**src/rtl/wb_cmd_bridge_if.sv**
```systemverilog
`default_nettype none
// ============================================================================
// Module   : wb_cmd_bridge_if
// Brief    : Wishbone classic master/slave signal bundle for wb_cmd_bridge.
// Revision : 1.0
// ============================================================================
interface wb_cmd_bridge_if #(
    parameter int ADDR_W = 32,
    parameter int DATA_W = 32
);
    localparam int c_SEL_W = DATA_W / 8;

    logic                wb_cyc_o;
    logic                wb_stb_o;
    logic                wb_we_o;
    logic [ADDR_W-1:0]   wb_adr_o;
    logic [c_SEL_W-1:0]  wb_sel_o;
    logic [DATA_W-1:0]   wb_dat_o;
    logic [DATA_W-1:0]   wb_dat_i;
    logic                wb_ack_i;
    logic                wb_err_i;

    modport master (
        output wb_cyc_o, wb_stb_o, wb_we_o, wb_adr_o, wb_sel_o, wb_dat_o,
        input  wb_dat_i, wb_ack_i, wb_err_i
    );

    modport slave (
        input  wb_cyc_o, wb_stb_o, wb_we_o, wb_adr_o, wb_sel_o, wb_dat_o,
        output wb_dat_i, wb_ack_i, wb_err_i
    );
endinterface
`default_nettype wire

```
**src/rtl/wb_cmd_bridge.sv**
```systemverilog
`default_nettype none
// ============================================================================
// Module   : wb_cmd_bridge
// Brief    : Buffers host commands in a FIFO and runs them one at a time as
//            Wishbone classic cycles, returning one response per command.
//            Optional bus watchdog: define WB_TIMEOUT_EN.
// Revision : 1.0
// ============================================================================
module wb_cmd_bridge #(
    parameter int ADDR_W      = 32,
    parameter int DATA_W      = 32,
    parameter int CMD_DEPTH   = 4,
    parameter int TIMEOUT_CYC = 255
) (
    input  wire                               clk,
    input  wire                               reset,
    input  wire                               cmd_stb,
    input  wire [DATA_W+ADDR_W+DATA_W/8:0]    cmd_word,
    output logic                              cmd_busy,
    output logic                              cmd_ovf,
    output logic                              rsp_stb,
    output logic [DATA_W+1:0]                 rsp_word,
    wb_cmd_bridge_if.master                   wb
);
    localparam int c_SEL_W = DATA_W / 8;
    localparam int c_CMD_W = 1 + c_SEL_W + ADDR_W + DATA_W;
    localparam int c_PTR_W = $clog2(CMD_DEPTH);

    typedef enum logic [1:0] {
        S_IDLE = 2'd0,
        S_BUS  = 2'd1,
        S_RESP = 2'd2
    } state_t;

    state_t               r_state;
    logic [c_CMD_W-1:0]   r_mem [CMD_DEPTH];
    logic [c_PTR_W-1:0]   r_wr_ptr;
    logic [c_PTR_W-1:0]   r_rd_ptr;
    logic [c_PTR_W:0]     r_count;

    logic                 w_push;
    logic                 w_pop;
    logic                 w_term;
    logic                 w_err;
    logic                 w_timeout;
    logic [c_CMD_W-1:0]   w_head;
    logic [c_PTR_W:0]     w_count_nxt;

    assign w_push      = cmd_stb && !cmd_busy;
    assign w_term      = (r_state == S_BUS) && (wb.wb_ack_i || wb.wb_err_i || w_timeout);
    assign w_pop       = w_term;
    assign w_err       = wb.wb_err_i || w_timeout;
    assign w_head      = r_mem[r_rd_ptr];
    assign w_count_nxt = r_count + {{c_PTR_W{1'b0}}, w_push} - {{c_PTR_W{1'b0}}, w_pop};

`ifdef WB_TIMEOUT_EN
    localparam int c_TO_W = $clog2(TIMEOUT_CYC + 1);

    logic [c_TO_W-1:0] r_to_cnt;

    // Held at zero outside BUS so every cycle starts counting from its first BUS cycle.
    assign w_timeout = (r_to_cnt == c_TO_W'(TIMEOUT_CYC - 1));

    always_ff @(posedge clk or negedge reset) begin
        if (!reset) begin
            r_to_cnt <= '0;
        end else if (r_state != S_BUS) begin
            r_to_cnt <= '0;
        end else begin
            r_to_cnt <= r_to_cnt + c_TO_W'(1);
        end
    end
`else
    assign w_timeout = 1'b0;
`endif

    // Storage needs no reset: only entries covered by r_count are ever read.
    always_ff @(posedge clk) begin
        if (w_push) begin
            r_mem[r_wr_ptr] <= cmd_word;
        end
    end

    always_ff @(posedge clk or negedge reset) begin
        if (!reset) begin
            r_wr_ptr <= '0;
            r_rd_ptr <= '0;
            r_count  <= '0;
            cmd_busy <= 1'b0;
            cmd_ovf  <= 1'b0;
        end else begin
            if (w_push) begin
                r_wr_ptr <= r_wr_ptr + c_PTR_W'(1);
            end
            if (w_pop) begin
                r_rd_ptr <= r_rd_ptr + c_PTR_W'(1);
            end
            r_count  <= w_count_nxt;
            cmd_busy <= (w_count_nxt == (c_PTR_W + 1)'(CMD_DEPTH));
            if (cmd_stb && cmd_busy) begin
                cmd_ovf <= 1'b1;
            end
        end
    end

    always_ff @(posedge clk or negedge reset) begin
        if (!reset) begin
            r_state     <= S_IDLE;
            wb.wb_cyc_o <= 1'b0;
            wb.wb_stb_o <= 1'b0;
            wb.wb_we_o  <= 1'b0;
            wb.wb_adr_o <= '0;
            wb.wb_sel_o <= '0;
            wb.wb_dat_o <= '0;
            rsp_stb     <= 1'b0;
            rsp_word    <= '0;
        end else begin
            rsp_stb <= 1'b0;
            case (r_state)
                S_IDLE: begin
                    if (r_count != '0) begin
                        wb.wb_we_o  <= w_head[c_CMD_W-1];
                        wb.wb_sel_o <= w_head[c_CMD_W-2 -: c_SEL_W];
                        wb.wb_adr_o <= w_head[DATA_W +: ADDR_W];
                        wb.wb_dat_o <= w_head[DATA_W-1:0];
                        wb.wb_cyc_o <= 1'b1;
                        wb.wb_stb_o <= 1'b1;
                        r_state     <= S_BUS;
                    end
                end
                S_BUS: begin
                    if (w_term) begin
                        wb.wb_cyc_o <= 1'b0;
                        wb.wb_stb_o <= 1'b0;
                        rsp_stb     <= 1'b1;
                        rsp_word    <= {w_err, wb.wb_we_o,
                                        (!wb.wb_we_o && !w_err) ? wb.wb_dat_i : {DATA_W{1'b0}}};
                        r_state     <= S_RESP;
                    end
                end
                S_RESP: begin
                    r_state <= S_IDLE;
                end
                default: begin
                    r_state <= S_IDLE;
                end
            endcase
        end
    end
endmodule
`default_nettype wire

```
**src/flat_wrapper.sv**
```systemverilog
// flat-port wrapper written by rule: the top's interface ports become plain ports
module wb_cmd_bridge_flat 
#(
    parameter int ADDR_W      = 32,
    parameter int DATA_W      = 32,
    parameter int CMD_DEPTH   = 4,
    parameter int TIMEOUT_CYC = 255
)
  (clk, reset, cmd_stb, cmd_word, cmd_busy, cmd_ovf, rsp_stb, rsp_word, wb_wb_cyc_o, wb_wb_stb_o, wb_wb_we_o, wb_wb_adr_o, wb_wb_sel_o, wb_wb_dat_o, wb_wb_dat_i, wb_wb_ack_i, wb_wb_err_i);
  wb_cmd_bridge_if #(.ADDR_W(ADDR_W), .DATA_W(DATA_W)) wb_i ();
  input  wire clk;
  input  wire reset;
  input  wire cmd_stb;
  input  wire [DATA_W+ADDR_W+DATA_W/8:0] cmd_word;
  output logic cmd_busy;
  output logic cmd_ovf;
  output logic rsp_stb;
  output logic [DATA_W+1:0] rsp_word;
  output wire logic [$bits(wb_i.wb_cyc_o)-1:0] wb_wb_cyc_o;
  output wire logic [$bits(wb_i.wb_stb_o)-1:0] wb_wb_stb_o;
  output wire logic [$bits(wb_i.wb_we_o)-1:0] wb_wb_we_o;
  output wire logic [$bits(wb_i.wb_adr_o)-1:0] wb_wb_adr_o;
  output wire logic [$bits(wb_i.wb_sel_o)-1:0] wb_wb_sel_o;
  output wire logic [$bits(wb_i.wb_dat_o)-1:0] wb_wb_dat_o;
  input wire logic [$bits(wb_i.wb_dat_i)-1:0] wb_wb_dat_i;
  input wire logic [$bits(wb_i.wb_ack_i)-1:0] wb_wb_ack_i;
  input wire logic [$bits(wb_i.wb_err_i)-1:0] wb_wb_err_i;
  assign wb_wb_cyc_o = wb_i.wb_cyc_o;
  assign wb_wb_stb_o = wb_i.wb_stb_o;
  assign wb_wb_we_o = wb_i.wb_we_o;
  assign wb_wb_adr_o = wb_i.wb_adr_o;
  assign wb_wb_sel_o = wb_i.wb_sel_o;
  assign wb_wb_dat_o = wb_i.wb_dat_o;
  assign wb_i.wb_dat_i = wb_wb_dat_i;
  assign wb_i.wb_ack_i = wb_wb_ack_i;
  assign wb_i.wb_err_i = wb_wb_err_i;
  wb_cmd_bridge #(.ADDR_W(ADDR_W), .DATA_W(DATA_W), .CMD_DEPTH(CMD_DEPTH), .TIMEOUT_CYC(TIMEOUT_CYC)) u_core (.clk(clk), .reset(reset), .cmd_stb(cmd_stb), .cmd_word(cmd_word), .cmd_busy(cmd_busy), .cmd_ovf(cmd_ovf), .rsp_stb(rsp_stb), .rsp_word(rsp_word), .wb(wb_i));
endmodule
```
**config.mk**
```make
export PLATFORM = sky130hd
export DESIGN_NAME = wb_cmd_bridge_flat
export DESIGN_NICKNAME = d
export VERILOG_FILES = /design/src/rtl/wb_cmd_bridge_if.sv /design/src/rtl/wb_cmd_bridge.sv /design/src/flat_wrapper.sv
export SDC_FILE = /design/constraint.sdc
export NUM_CORES = 1
export LEC_CHECK = 0
export ABC_CLOCK_PERIOD_IN_PS = 3700
export CAP_MARGIN = 30
export CORE_MARGIN = 2
export CORE_UTILIZATION = 50
export CTS_BUF_LIST = sky130_fd_sc_hd__clkbuf_16
export DETAILED_ROUTE_END_ITERATION = 12
export PLACE_DENSITY = 0.74
export REMOVE_ABC_BUFFERS = 1
export SYNTH_ARGS = -nofsm -noshare
export SYNTH_HDL_FRONTEND = slang
export SYNTH_SLANG_ARGS = --single-unit
```
**constraint.sdc**
```tcl
create_clock -name clk -period 3.7 [get_ports clk]
set_clock_uncertainty 0.05 [all_clocks]
set_input_delay 0.74 -clock clk [delete_from_list [all_inputs] [get_ports clk]]
set_output_delay 0.74 -clock clk [all_outputs]
set_load 0.005 [all_outputs]
```
==> reports/results.ini, run 1 <==
[run_status]
outcome = finished, final reports clean

[yosys]
synthDominantCellAreaShare_pct = 55.39
synth_edf_count = 276
yosys_most_used_dff = edfxtp_1
synthesis.area_sq_mm = 0.01496
ys_seq_elements = 392
syn_avg_cell_area_sq_um = 21.35
yosys-top-cells-area = edfxtp_1 55%, dfrtp_1 19%, mux4_2 10%
seq_area_frac_synth_pct = 74.79
yosys.area.top_type = edfxtp_1
syn_inst = 701
ys_types = 29
ys_warn_count = 0
async_flop_share_pct = 29.59

[cts]
cts_resized = 0
cts_sinks = 392
cts_max_level = 2
cts.path.max_buffers = 3
cts_buffers = 40
clk_pin_slew_worst_paths_ns = 0.06
ctsHoldBuffers = 0
cts-root-buf = clkbuf_16
tritoncts = yes
postCtsSetupRepairBufs = 0
insertion_delay_ns = 0.52

[pwr]
p_leak_nw = 6.958
power.density_mw_per_mm2 = 828.6
ir_drop_uv = 572.7

[detailed_routing]
vias = 7122
met3_length_mm = 2.228
drt-met1-wl_mm = 12.61
drtPass1Iterations = 4
drt_iter0_drc = 486
final_antenna_net_count = 0
viasPerCell = 5.210
avgRoutedWirePerCell_um = 21.01
met2WireLength_mm = 13.57
drc = 0
drt_wl_total_mm = 28.72
routed.top_layer = met5

[layout]
final_common_cell = edfxtp_1
layout-drive-gt1-share_pct = 23.16
final_cells = 1367
fillers = 2043
area_growth_pct = 25.52
mostFrequentLayoutCells = 276 x edfxtp_1, 212 x clkdlybuf4s50_1, 114 x dfrtp_1
fin_nets = 1057

[floorplanning]
fp.dieW_um = 177.0
dieArea_sq_mm = 0.03133
start_util_pct = 50.62
die_y_um = 177.0
fp.coreArea_sq_mm = 0.02956
num_rows = 63
ios = 214

[placed_design]
gp_congestion = 0.7776
hpwl_mm = 17.90
io_buffers = 213
placedCellCount = 1292

[worst_setup_path]
r2r-end = u_core.wb.wb_adr_o[20]
r2r_slack_ns = 1.33
critical_path.startpoint = wb_wb_err_i
crit_fanout = 4
crit_path_end_kind = register
startpoint_type = input pin
path_class = input pin to register
required_ns = 4.08
worstPathArrival_ns = 2.87
worst_r2r_path_depth = 3
cp-endpoint = u_core.cmd_busy
rr_startpoint = u_core.r_rd_ptr[0]

[grt]
grt_overflow_total = 0
grt_max_degree = 67
grt_first_pass_wirelength_mm = 44.47
grt_usage_pct = 18.89
antenna_found_initial = 2
grt_pass1_vias = 7617

[timing]
relSlewSlack_pct = 43.87
holdWs_ns = 0.1700
finalCriticalPeriod_ns = 2.497
fin_crit_sh_pct = 67.49
worst_pin_slew_ns = 0.8420
fmax_mhz = 400.5
final-setup-viol-count = 0
fin_setup_tns_ns = 0
maxSlewViolCount = 0
finalHoldViolCount = 0
rsz0062_at_grt = no

[worst_hold_path]
hp-class = input pin to asynchronous set/reset pin

[run]
cap_violations = 0

[area by class of cell]
cell class	instances	area, sq um	share of cell area, %
tap	390	488.0	2.598
clock buffer	41	1026	5.463
clock inverter	33	193.9	1.033
multi-input combinational	237	3328	17.72
sequential	392	11200	59.62
timing repair buffer	234	2399	12.77
inverter	39	146.4	0.7794
antenna	1	2.502	0.01332
[logic make-up after synthesis]
family | synth area share (%)
flip-flops | 74.79
multiplexers | 19.50
buffers and inverters | 3.136
AND/OR/NAND/NOR | 1.422
adder cells (fa/ha/maj) | 0.6355
AO/OA/AOI/OAI | 0.2258
XOR/XNOR | 0.2927
[power breakdown]
part	total, mW	switching (mW)	internal [mW]
Sequential	6.62	0.662	5.95
Combinational	5.26	2.00	3.26
Clock	3.68	1.59	2.09
Total	15.6	4.26	11.3
[flip-flops by register name, summed over array words and instances, names as in the netlist, 2 cells and up]
| name | cells |
|---|---|
| u_core.r_rd_ptr | 2 |
| u_core.r_wr_ptr | 2 |
| u_core.r_count | 3 |
| u_core.wb.wb_dat_o | 32 |
| u_core.r_state | 2 |
| u_core.wb.wb_sel_o | 4 |
| u_core.r_mem | 276 |
| u_core.rsp_word | 34 |
| u_core.wb.wb_adr_o | 32 |
[per-layer routing]
layer / GRT usage (%) / up-vias
met5: 0 / -
li1: - / 3177
met2: 29.52 / 237
met4: 4.373 / 2
met1: 26.72 / 3681
met3: 5.305 / 25
[cells in the mapped netlist, types with 3 or more instances]
cell type    n
ha_1         6
buf_6        9
nor2b_1      3
mux2i_1     32
dfrtp_1    116
clkbuf_1     9
buf_12       6
and2_1       4
mux4_2      69
inv_1       39
buf_4        5
mux2_4      68
edfxtp_1   276
buf_2        3
nand2_1     36
xnor2_1      3
[stage by stage]
| step | power [mW] | area [sq um] | utilization, % | setup WS (ns) |
|---|---|---|---|---|
| detailed placement | 12.01 | 17560 | 59.40 | 0.6711 |
| global route | 16.36 | 18780 | 63.54 | 1.099 |
| floorplan | 9.987 | 14640 | - | -0.8040 |
| finish | 15.56 | 18780 | 63.54 | 1.203 |
| global placement | 11.91 | 17530 | 59.31 | 0.7146 |
| CTS | 15.78 | 18780 | 63.53 | 1.206 |
[critical path: stages]
cell,delay (ns)
clkdlybuf4s50_1,0.48
nor2_1,0.29
nor2b_4,0.07
ha_1,0.28
inv_1,0.04
ha_1,0.18
fa_1,0.40
xnor2_1,0.20
nor3b_1,0.19
[worst min-delay path by stage]
stage,end,cells after the start,slack (ns)
2_1_floorplan,u_core.cmd_busy,0,0.39
3_3_place_gp,u_core.cmd_ovf,1,0.39
3_5_place_dp,u_core.cmd_ovf,1,0.40
4_1_cts,u_core.rsp_word[3],1,0.19
5_1_grt,u_core.rsp_word[1],1,0.20
6_report,u_core.rsp_word[27],1,0.17
No activity file was read; power rests on OpenSTA's default activity.
==> run 2: changes to the inputs <==
ABC_CLOCK_PERIOD_IN_PS = 2100   (was 3700)
CORE_UTILIZATION = 49   (was 50)
PLACE_DENSITY = 0.76   (was 0.74)
clock period = 2.1 ns   (was 3.7 ns; I/O delays follow)
==> run 2 against run 1 <==
Effect of this change:
- cell area up 2.6%
- die area up 2.0%
- setup slack worse by 1.2 ns
- first-iteration DRC count down 11%
- global-route usage about the same
- sequential share of layout area down 1.5 points
- critical path depth down 1
==> reports/results.ini, run 2 (synthesized netlist as in run 1, its figures left out) <==
[detailed_routing]
drt_iter0_drc = 434  ; was 486
viasPerCell = 5.208  ; was 5.210
routed.top_layer = met5  ; unchanged
met3_length_mm = 2.253  ; was 2.228 mm
final_antenna_net_count = 0  ; unchanged
avgRoutedWirePerCell_um = 21.05  ; was 21.01 um
drc = 0  ; unchanged
drtPass1Iterations = 4  ; unchanged
drt_wl_total_mm = 29.28  ; was 28.72 mm
drt-met1-wl_mm = 12.43  ; was 12.61 mm
met2WireLength_mm = 14.21  ; was 13.57 mm
vias = 7244  ; was 7122

[placed_design]
gp_congestion = 0.7489  ; was 0.7776
hpwl_mm = 19.06  ; was 17.90 mm
pre_cts_ws_ns = -0.4748  ; was 0.6711 ns
io_buffers = 213  ; unchanged

[worst_setup_path]
cpLargestDelayFamily = adder cells  ; unchanged
crit_path_end_kind = register  ; unchanged
cp_slowest_cell = dfrtp_1  ; was clkdlybuf4s50_1
crit_buf_inv = 1  ; was 2
required_ns = 2.48  ; was 4.08 ns
slowest_delay_ns = 0.37  ; was 0.48 ns
crit_path_frequent_cell = ha_1  ; unchanged
path_class = register to register  ; was input pin to register
startpoint_type = register  ; was input pin
worstPathArrival_ns = 2.45  ; was 2.87 ns
r2r_slack_ns = 0.03  ; was 1.33 ns
crit_fanout = 2  ; was 4
cp_cell_sequence = and2b_1, nor2b_4, ha_1, inv_1, ha_1, fa_2, xnor2_1, nor3b_2  ; was clkdlybuf4s50_1, nor2_1, nor2b_4, ha_1, inv_1, ha_1, fa_1, xnor2_1, nor3b_1

[grt]
grt_overflow_total = 0  ; unchanged
grt_max_degree = 67  ; unchanged
grt_first_pass_wirelength_mm = 45.27  ; was 44.47 mm
grt_usage_pct = 18.91  ; was 18.89%
antenna_found_initial = 2  ; unchanged
grt_pass1_vias = 7828  ; was 7617

[layout]
reg.largest.list = u_core.r_mem: 276 flops, u_core.rsp_word: 34 flops  ; unchanged
fillers = 2007  ; was 2043
layout-drive-gt1-share_pct = 25.00  ; was 23.16%
final_common_cell = edfxtp_1  ; unchanged
mostFrequentLayoutCells = 276 x edfxtp_1, 212 x clkdlybuf4s50_1, 114 x dfrtp_1  ; unchanged
largest_reg_flops = 276  ; unchanged
area_growth_pct = 28.73  ; was 25.52%
fin_nets = 1082  ; was 1057
regMostFlops = u_core.r_mem  ; unchanged

[timing]
fin_setup_tns_ns = 0  ; unchanged
relSlewSlack_pct = 62.37  ; was 43.87%
timing.final.ws_setup_ns = 0.03097  ; was 1.203 ns
finalCriticalPeriod_ns = 2.069
fin_crit_sh_pct = 98.53
fmax_mhz = 483.3
maxSlewViolCount = 0  ; unchanged
worst_pin_slew_ns = 0.5644  ; was 0.8420 ns
holdWs_ns = 0.2215  ; was 0.1700 ns
finalHoldViolCount = 0  ; unchanged
final-setup-viol-count = 0  ; unchanged

[pwr]
power.density_mw_per_mm2 = 1476  ; was 828.6 mW/mm^2
ir_drop_uv = 871.3  ; was 572.7 uV
p_leak_nw = 7.174  ; was 6.958 nW

[cts]
cts_buffers = 40  ; unchanged
cts_sinks = 392  ; unchanged
cts.path.max_buffers = 3  ; unchanged
tritoncts = yes  ; unchanged
insertion_delay_ns = 0.52  ; about the same
cts_max_level = 2  ; unchanged
cts-root-buf = clkbuf_16  ; unchanged
clk_pin_slew_worst_paths_ns = 0.06  ; about the same

[floorplanning]
ios = 214  ; unchanged
start_util_pct = 50.09  ; was 50.62%
die_y_um = 178.8  ; was 177.0 um
num_rows = 63  ; unchanged
fp.dieW_um = 178.8  ; was 177.0 um
fp.coreArea_sq_mm = 0.02987  ; was 0.02956 sq mm
dieArea_sq_mm = 0.03195  ; was 0.03133 sq mm

[run]
cap_violations = 0  ; unchanged

[worst_hold_path]
hp-class = input pin to asynchronous set/reset pin  ; unchanged

[run_status]
outcome = finished, final reports clean  ; unchanged

## run 2: cell types whose count changed in the layout (fill, tap and decap cells not counted), moves of 3 or more
cell and delta:
buf_12 +21, buf_4 +4, clkinv_1 +4, clkinv_2 +4
bufinv_16 +3, clkinv_4 -3, clkinvlp_4 -3, inv_1 -3
## run 2: layout make-up
class	count	area, sq um	area share [%]
inverter	39	146.4	0.7600
timing repair buffer	259	2831	14.70
clock inverter	33	259.0	1.345
tap	390	488.0	2.533
multi-input combinational	237	3336	17.32
clock buffer	40	1001	5.196
sequential	392	11200	58.14
antenna	1	2.502	0.01299
## run 2: path summary, 6_finish.rpt
path | from | cells after the start | endpoint
min in group clk | wb_wb_dat_i[18] | 3 | u_core.rsp_word[18]
worst max register to register | u_core.r_state[0] | 8 | u_core.cmd_busy
worst min register to register | u_core.cmd_ovf | 1 | u_core.cmd_ovf
worst min-delay path | reset | 2 | u_core.rsp_word[28]
worst max-delay path | u_core.r_state[0] | 8 | u_core.cmd_busy
max in group asynchronous | reset | 3 | u_core.r_wr_ptr[1]
## run 2: metal layers
layer	GRT usage, %	up-vias
li1	-	3231
met1	25.89	3729
met2	31.03	252
met3	4.898	30
met4	3.896	2
met5	0	-
## run 2: repair_timing
action	CTS	global route
hold endpoints to repair	116	0
pin swaps	1	1
setup buffers	0	1
gates resized for setup	1	1
hold buffers	1	0
setup endpoints to repair	1	1
## run 2: stage by stage
| step | utilization (%) | power (mW) | instances | area (sq um) |
|---|---|---|---|---|
| 2_1_floorplan | - | 16.75 | 668 | 14640 |
| 3_3_place_gp | 60.17 | 21.62 | 1315 | 17970 |
| 3_5_place_dp | 60.17 | 21.86 | 1315 | 17970 |
| 4_1_cts | 64.43 | 28.76 | 1389 | 19250 |
| 5_1_grt | 64.47 | 29.88 | 1390 | 19260 |
| 6_report | 64.48 | 28.44 | 1391 | 19260 |
## run 2: power by group
| part | internal, mW | total (mW) | leakage [nW] | switching [mW] |
|---|---|---|---|---|
| sequential | 10.5 | 11.5 | 3.94 | 1.00 |
| clock | 3.96 | 6.77 | 0.656 | 2.81 |
| combinational | 6.30 | 10.2 | 2.58 | 3.87 |
## run 2: worst reg2reg max path: cells and delay by family (launching register included)
kind | cells | cell delay [ns]
fa+ha+maj | 3 | 0.84
simple gates | 3 | 0.49
flops | 1 | 0.37
xor+xnor | 1 | 0.22
buf+inv | 1 | 0.04
==> run 3: changes to the inputs <==
CAP_MARGIN = 40   (was 30)
==> results of run 3 <==
Same layout as run 2: the final DEF is identical, and so are final timing and power.
